[src/rtl/dpsk_word_link.sv]
// DPSK word transceiver: serialises a word MSB first onto a differentially phased
// square-wave carrier and recovers it with a per-symbol correlating demodulator.
module dpsk_word_link #(
    parameter int WORD_W   = 8,
    parameter int SPS      = 4,
    parameter int MODE     = 0,
    parameter int INIT_REF = 0,
    parameter int LOOPBACK = 1
) (
    input  logic              clk1,
    input  logic              rst,
    input  logic              load,
    input  logic [WORD_W-1:0] data_in,
    input  logic              rx_in,
    output logic              ready,
    output logic              tx_wave,
    output logic              demodulated,
    output logic              neg_demodulated,
    output logic              bit_valid,
    output logic              new_word,
    output logic [WORD_W-1:0] data_out
);

    localparam int SC_W = (SPS > 1) ? $clog2(SPS) : 1;
    localparam int BC_W = (WORD_W > 1) ? $clog2(WORD_W) : 1;
    localparam int AG_W = $clog2(SPS + 1);

    typedef enum logic [1:0] {IDLE, PRE, DATA} state_t;

    state_t            state, state_nx;
    logic [SC_W-1:0]   sc;
    logic [BC_W-1:0]   bc;
    logic [AG_W-1:0]   agree, agree_nx;
    logic [WORD_W-1:0] tx_sr, asm_sr;
    logic              phase, prev_hat, phase_hat, dbit;
    logic              carrier, r, sym_end, last_bit;

    // Majority decision over one symbol; a tie keeps the previous phase estimate.
    function automatic logic decide_phase(input logic [AG_W-1:0] cnt, input logic prev);
        logic [AG_W:0] twice;
        twice = {cnt, 1'b0};
        if (twice > (AG_W+1)'(SPS))      return 1'b0;
        else if (twice < (AG_W+1)'(SPS)) return 1'b1;
        else                             return prev;
    endfunction

    function automatic logic enc_flip(input logic b);
        return (MODE == 0) ? b : ~b;
    endfunction

    assign sym_end  = (sc == SC_W'(SPS - 1));
    assign last_bit = (bc == BC_W'(WORD_W - 1));

    always_ff @(posedge clk1) begin
        if (rst) state <= IDLE;
        else     state <= state_nx;
    end

    always_comb begin
        state_nx = state;
        case (state)
            IDLE:    if (load) state_nx = PRE;
            PRE:     if (sym_end) state_nx = DATA;
            DATA:    if (sym_end && last_bit) state_nx = IDLE;
            default: state_nx = IDLE;
        endcase
    end

    always_comb begin
        ready   = (state == IDLE);
        carrier = (sc < SC_W'(SPS / 2));
        tx_wave = (state != IDLE) & (carrier ^ phase);
    end

    // Demodulator sample path: the final sample of a symbol is folded in at the decision edge.
    always_comb begin
        r         = (LOOPBACK != 0) ? tx_wave : rx_in;
        agree_nx  = agree + AG_W'(r == carrier);
        phase_hat = decide_phase(agree_nx, prev_hat);
        dbit      = (MODE == 0) ? (phase_hat ^ prev_hat) : ~(phase_hat ^ prev_hat);
    end

    always_ff @(posedge clk1) begin
        if (rst) begin
            sc              <= '0;
            bc              <= '0;
            agree           <= '0;
            tx_sr           <= '0;
            asm_sr          <= '0;
            phase           <= 1'b0;
            prev_hat        <= 1'b0;
            demodulated     <= 1'b0;
            neg_demodulated <= 1'b1;
            bit_valid       <= 1'b0;
            new_word        <= 1'b0;
            data_out        <= '0;
        end else begin
            bit_valid <= 1'b0;
            new_word  <= 1'b0;
            if (state == IDLE) begin
                if (load) begin
                    tx_sr <= data_in;
                    phase <= (INIT_REF != 0);
                    sc    <= '0;
                    bc    <= '0;
                    agree <= '0;
                end
            end else if (!sym_end) begin
                sc    <= sc + SC_W'(1);
                agree <= agree_nx;
            end else begin
                sc       <= '0;
                agree    <= '0;
                prev_hat <= phase_hat;
                if (state == DATA) begin
                    bit_valid       <= 1'b1;
                    demodulated     <= dbit;
                    neg_demodulated <= ~dbit;
                    asm_sr          <= {asm_sr[WORD_W-2:0], dbit};
                end
                // Next data symbol takes its phase from the next MSB of the shift register.
                if (state == PRE || !last_bit) begin
                    phase <= phase ^ enc_flip(tx_sr[WORD_W-1]);
                    tx_sr <= {tx_sr[WORD_W-2:0], 1'b0};
                end
                if (state == DATA) begin
                    if (last_bit) begin
                        data_out <= {asm_sr[WORD_W-2:0], dbit};
                        new_word <= 1'b1;
                        bc       <= '0;
                    end else begin
                        bc <= bc + BC_W'(1);
                    end
                end
            end
        end
    end

endmodule

[config.mk]
export PLATFORM = sky130hd
export DESIGN_NAME = dpsk_word_link
export DESIGN_NICKNAME = d
export VERILOG_FILES = /design/src/rtl/dpsk_word_link.sv
export SDC_FILE = /design/constraint.sdc
export NUM_CORES = 1
export LEC_CHECK = 0
export ABC_CLOCK_PERIOD_IN_PS = 3950
export BUFFER_PORTS_ARGS = -buffer_cell sky130_fd_sc_hd__buf_4
export CAP_MARGIN = 20
export CORE_MARGIN = 2
export CORE_UTILIZATION = 40
export DETAILED_ROUTE_END_ITERATION = 7
export GPL_ROUTABILITY_DRIVEN = 0
export SETUP_SLACK_MARGIN = 0.3
export SLEW_MARGIN = 15
export SYNTH_ARGS = -nofsm -noshare
export SYNTH_HDL_FRONTEND = slang
export SYNTH_SLANG_ARGS = --single-unit
[constraint.sdc]
create_clock -name clk1 -period 3.95 [get_ports clk1]
set_input_delay 0.395 -clock clk1 [delete_from_list [all_inputs] [get_ports clk1]]
set_output_delay 0.395 -clock clk1 [all_outputs]
set_load 0.01 [all_outputs]
==> run summary, run 1 <==
run status -> completed
clk buf depth -> 2
crit path kind -> reg -> reg
worst min path class -> in -> reg
worst skew pair latency -> 290 ps
DRC -> 0
Chip Width -> 68.5 µm
Post-CTS Repair Setup Buffers -> 0
Cells after Synth -> 195
core area -> 4000 µm²
crit end category -> register
Initial Util -> 41.6%
Cell Pwr Density -> 447 nW/µm²
vias in the first global route -> 1202
Hold Path Origin -> load
quantity of I/O buffers inserted on ports -> 24
cells resized by post-CTS repair -> 0
ys flop type -> dfxtp_1
HPWL Detailed -> 1.95 mm
most frequent CP cell -> ha_1
Final ANT Viol Nets -> 0
clock-pin slew on the worst setup and hold paths -> 80 ps
Critical Path, Cell by Cell -> or2_1 > a21oi_1 > ha_1 > ha_1 > xor2_1 > or3_1 > a31oi_1 > o21a_1
Detailed Route WL -> 3.05 mm
Layout fillers -> 405
Yosys warning total -> 0
initial antenna violation count -> 0
vias per inst -> 4.95
grt ovf -> 0
clock sinks -> 38
Avg WL per Cell -> 11.6 µm
Syn Nets -> 212
Final Max Tran Viols -> 0
post-layout util -> 48.4%
CTS buffer count -> 5
Async S/R FF share, synth -> 0%
RSZ-0062 raised after global routing -> no
1st-iter DRT viols -> 81
H-tree Lvls -> 2
Critical Path AT -> 2780 ps
Worst Tran Pin Value -> 639 ps
worst-path maximum fanout -> 16
die height -> 68.5 µm
Total Die Area -> 4700 µm²
worst setup path start -> state[1]$_SDFFE_PP0P_
WP buf/inv -> 0
Yosys reg bits -> 38
NumNets Final -> 229
TNS Setup -> 0 ps
clock skew -> 6.66 ps
IO Count -> 26
most common cell after layout, fill and taps aside -> nand2_1
# rows -> 23
CP top delay family -> simple AND/OR/NAND/NOR gates
first-pass detailed-route iteration total -> 4
Post-Synthesis Mean Instance Area -> 8.54 µm²
Post-Syn Area -> 1670 µm²
final hold vios -> 0
setup violators final -> 0
part of the cycle the worst path needs -> 64.4%
Synth cell types -> 35
Area growth, synth to finish -> 16.2%
CTS tree -> built
Root Buffer -> clkbuf_8
n_diodes -> 0
reg2reg start -> state[1]$_SDFFE_PP0P_
register area share after synthesis -> 45.7%
first-pass GRT wire length -> 5.25 mm
Max stage delay on crit path -> 570 ps
hold_buf cts -> 0
most frequent cells in the layout -> nand2_1, dfxtp_1, a21oi_1, buf_4, nor2_1
Peak VDD IR -> 0.000172 V
max-cap viol count -> 0
FMAX -> 393 MHz
Register Area -> 761 µm²
largest net degree at the start of global routing -> 38
Post-synth EDFFs -> 0
post-layout min period -> 2540 ps
Rel. slew slack -> 57.4%
via count -> 1302
cell leakage power -> 0.000761 µW
multi-input gate area in the final layout -> 773 µm²
Overall Global Routing Usage -> 15.0%
Worst Setup Start Kind -> register
slowest CP cell -> or2_1
Critical Path RT -> 4180 ps
ratio of cells with drive above 1 in the final layout -> 17.8%
-- worst paths after layout --
| kind | end | depth (start not counted) | slack (ps) |
|---|---|---|---|
| worst min-delay path | phase$_SDFFE_PP0P_ | 2 | 360 |
| worst max register to register | asm_sr[0]$_SDFFE_PP0P_ | 8 | 1410 |
| worst max-delay path | asm_sr[0]$_SDFFE_PP0P_ | 8 | 1410 |
| worst min register to register | neg_demodulated$_SDFFE_PP1P_ | 2 | 450 |
-- metal layers --
layer,GRT usage (%),vias up,routed length (µm)
li1,-,699,-
met3,5.03,6,137
met1,19.6,577,1570
met4,5.75,0,36
met2,22.7,20,1300
met5,0,-,0
-- final cells by class --
type / count / share of cell area [%]
Clock buffer: 6 / 4.27
Clock inverter: 2 / 3.10
Inverter: 3 / 0.840
Multi-Input combinational cell: 140 / 39.9
Sequential cell: 38 / 39.3
Tap cell: 50 / 3.23
Timing Repair Buffer: 24 / 9.31
-- power breakdown --
group | total [µW] | internal [µW] | switching [µW]
Clock | 405 | 269 | 136
Sequential | 399 | 393 | 6.30
Combinational | 61.0 | 25.4 | 35.6
-- synthesized netlist by cell type (3+ instances only) --
master,number,area [µm²]
a311oi_1,6,52.6
nor2_1,19,71.3
dfxtp_1,38,761
ha_1,5,62.6
buf_2,4,20.0
nand3_1,3,15.0
clkbuf_1,3,11.3
nand3b_1,5,37.5
nand2_1,48,180
buf_6,3,33.8
nor3_1,3,15.0
a21oi_1,25,125
-- through the flow --
stage | power (µW) | area [µm²] | worst slack (ps) | instances | hold slack (ps)
floorplan | 457 | 1670 | 1630 | 195 | 432
global placement | 469 | 1790 | 1440 | 255 | 443
detailed placement | 469 | 1790 | 1440 | 255 | 445
CTS | 878 | 1940 | 1390 | 263 | 351
global route | 902 | 1940 | 1240 | 263 | 361
finish | 865 | 1940 | 1410 | 263 | 360
-- state kept, by name, summed over array words and instances, names as in the netlist, 2 cells and up --
register / count
bc: 3
tx_sr: 8
state: 2
asm_sr: 7
agree: 3
data_out: 8
sc: 2
-- kinds of logic after synthesis --
group	Yosys count	share of synthesized area (%)
simple gates	87	22.9
compound gates	44	17.5
flops	38	45.7
buf+inv	17	7.89
fa+ha+maj	5	3.76
xor+xnor	2	1.05
mux	2	1.20
No activity file was read; power rests on OpenSTA's default activity.
==> run 2, diff against run 1 <==
--- a/config.mk
+++ b/config.mk
@@ -5,7 +5,7 @@
 export SDC_FILE = /design/constraint.sdc
 export NUM_CORES = 1
 export LEC_CHECK = 0
-export ABC_CLOCK_PERIOD_IN_PS = 3950
+export ABC_CLOCK_PERIOD_IN_PS = 2400
 export BUFFER_PORTS_ARGS = -buffer_cell sky130_fd_sc_hd__buf_4
 export CAP_MARGIN = 20
 export CORE_MARGIN = 2
==> constraint.sdc (replaced) <==
create_clock -name clk1 -period 2.4 [get_ports clk1]
set_input_delay 0.24 -clock clk1 [delete_from_list [all_inputs] [get_ports clk1]]
set_output_delay 0.24 -clock clk1 [all_outputs]
set_load 0.01 [all_outputs]
==> run summary, run 2 (synthesis results as in run 1) <==
Overall Global Routing Usage -> 16.1% (was 15.0%)
run status -> completed (unchanged)
IO Count -> 26 (unchanged)
largest net degree at the start of global routing -> 38 (unchanged)
H-tree Lvls -> 2 (unchanged)
Detailed Route WL -> 3.41 mm (was 3.05 mm)
Cell Pwr Density -> 611 nW/µm² (was 447 nW/µm²)
grt ovf -> 0 (unchanged)
setup violators final -> 0 (unchanged)
quantity of I/O buffers inserted on ports -> 24 (unchanged)
Post-CTS Repair Setup Buffers -> 0 (unchanged)
cell leakage power -> 0.000735 µW (was 0.000761 µW)
CTS buffer count -> 5 (unchanged)
hold_buf cts -> 0 (unchanged)
final hold vios -> 0 (unchanged)
Top Registers -> data_out: 8 flops, tx_sr: 8 flops, asm_sr: 7 flops (unchanged)
Critical Path RT -> 2630 ps (was 4180 ps)
combinational share of power -> 9.3% (was 7.0%)
1st-iter DRT viols -> 92 (was 81)
Worst Tran Pin Value -> 583 ps (was 639 ps)
DRC -> 0 (unchanged)
Worst Setup Start Kind -> register (unchanged)
Root Buffer -> clkbuf_8 (unchanged)
Rel. slew slack -> 61.1% (was 57.4%)
post-layout min period -> 2040 ps (was 2540 ps)
ratio of cells with drive above 1 in the final layout -> 22.1% (was 17.8%)
FMAX -> 491 MHz (was 393 MHz)
# rows -> 23 (unchanged)
n_diodes -> 0 (unchanged)
NumNets Final -> 230 (was 229)
Avg WL per Cell -> 13.0 µm (was 11.6 µm)
vias per inst -> 5.27 (was 4.95)
RSZ-0062 raised after global routing -> yes (was no)
Initial Util -> 41.6% (unchanged)
vias in the first global route -> 1240 (was 1202)
core area -> 4000 µm² (unchanged)
clock sinks -> 38 (unchanged)
Critical Path AT -> 2270 ps (was 2780 ps)
max-cap viol count -> 0 (unchanged)
cell internal pwr -> 888 µW (was 687 µW)
worst-path maximum fanout -> 9 (was 16)
first-pass GRT wire length -> 5.67 mm (was 5.25 mm)
DP Cell Count -> 256 (was 255)
placed inst area -> 1820 µm² (was 1790 µm²)
post-layout util -> 48.1% (was 48.4%)
Clock power frac -> 34.9% (was 46.8%)
initial antenna violation count -> 0 (unchanged)
crit end category -> register (unchanged)
Area growth, synth to finish -> 15.6% (was 16.2%)
Sw Ratio -> 24.6% (was 20.5%)
worst min path class -> in -> reg (unchanged)
clock skew -> 5.59 ps (was 6.66 ps)
worst skew pair latency -> 280 ps (was 290 ps)
Hold Slack -> 214 ps (was 360 ps)
Final ANT Viol Nets -> 0 (unchanged)
Peak VDD IR -> 0.000348 V (was 0.000172 V)
part of the cycle the worst path needs -> 84.9% (was 64.4%)
Final Cell Area -> 1930 µm² (was 1940 µm²)
most common cell after layout, fill and taps aside -> nand2_1 (unchanged)
TNS Setup -> 0 ps (unchanged)
Layout fillers -> 378 (was 405)
Finished Layout Cells -> 263 (unchanged)
first-pass detailed-route iteration total -> 4 (unchanged)
clk buf depth -> 2 (unchanged)
Final Max Tran Viols -> 0 (unchanged)
via count -> 1386 (was 1302)
crit path kind -> reg -> reg (unchanged)
Sw Pwr -> 289 µW (was 178 µW)
HPWL Detailed -> 2.27 mm (was 1.95 mm)
CTS tree -> built (unchanged)
Chip Width -> 68.5 µm (unchanged)
Total Die Area -> 4700 µm² (unchanged)
die height -> 68.5 µm (unchanged)
clock-pin slew on the worst setup and hold paths -> 70 ps (was 80 ps)
sequential share of power -> 55.8% (was 46.1%)
most frequent cells in the layout -> nand2_1, dfxtp_1, a21oi_1, buf_4, nor2_1 (unchanged)
run 2: changes by cell type in the layout (fill, tap and decap cells not counted), sizes merged:
cell and delta:
bufinv -2, clkinv +2, buf +1, clkbuf -1
run 2: repair_timing:
action | in CTS | in global routing
endpoints found under the setup margin | 3 | 3
pin swaps | 0 | 1
gates resized for setup | 2 | 8
cloned | 0 | 0
run 2: worst paths after layout:
path	slack, ps	to	cells past startpoint	startpoint
worst max-delay path	360	asm_sr[0]$_SDFFE_PP0P_	9	state[1]$_SDFFE_PP0P_
worst min-delay path	210	tx_sr[0]$_SDFFE_PP0P_	3	data_in[0]
worst max register to register	360	asm_sr[0]$_SDFFE_PP0P_	9	state[1]$_SDFFE_PP0P_
worst min register to register	450	neg_demodulated$_SDFFE_PP1P_	2	neg_demodulated$_SDFFE_PP1P_
run 2: final cells by class:
cell class                      count  area (µm²)  area share, %
Tap cell                           50        62.6           3.25
Clock inverter                      2        10.0          0.520
Timing Repair Buffer               25         188           9.75
Multi-Input combinational cell    140         815           42.3
Sequential cell                    38         766           39.8
Inverter                            3        16.3          0.845
Clock buffer                        5        68.8           3.57
run 2: critical path, cell delays in order, from the launching register on:
cell and delay [ps]:
dfxtp_4 370, or2_4 290, nor2_2 80, a21oi_1 50, ha_2 190, ha_4 160, xor2_1 170, or3_4 400
a31oi_4 150, o21a_1 130
run 2: through the flow:
| step | total power (µW) | worst slack [ps] |
|---|---|---|
| 6_report | 1180 | 363 |
| 2_1_floorplan | 758 | 188 |
| 5_1_grt | 1230 | 282 |
| 3_5_place_dp | 778 | 254 |
| 4_1_cts | 1190 | 333 |
| 3_3_place_gp | 772 | 290 |
run 2: layer usage:
layer,GRT usage (%),vias to the layer above,wire length (µm)
met2,26.1,24,1630
met3,5.36,5,124
met5,0,-,0
li1,-,698,-
met4,4.50,0,36
met1,20.5,659,1630
run 2: power by group through the flow:
stage	Sequential, µW	Combinational (µW)	Clock, µW
global placement	671	101	0
floorplan	668	89.9	0
CTS	657	107	425
global route	659	122	453
finish	657	109	411
detailed placement	672	106	0
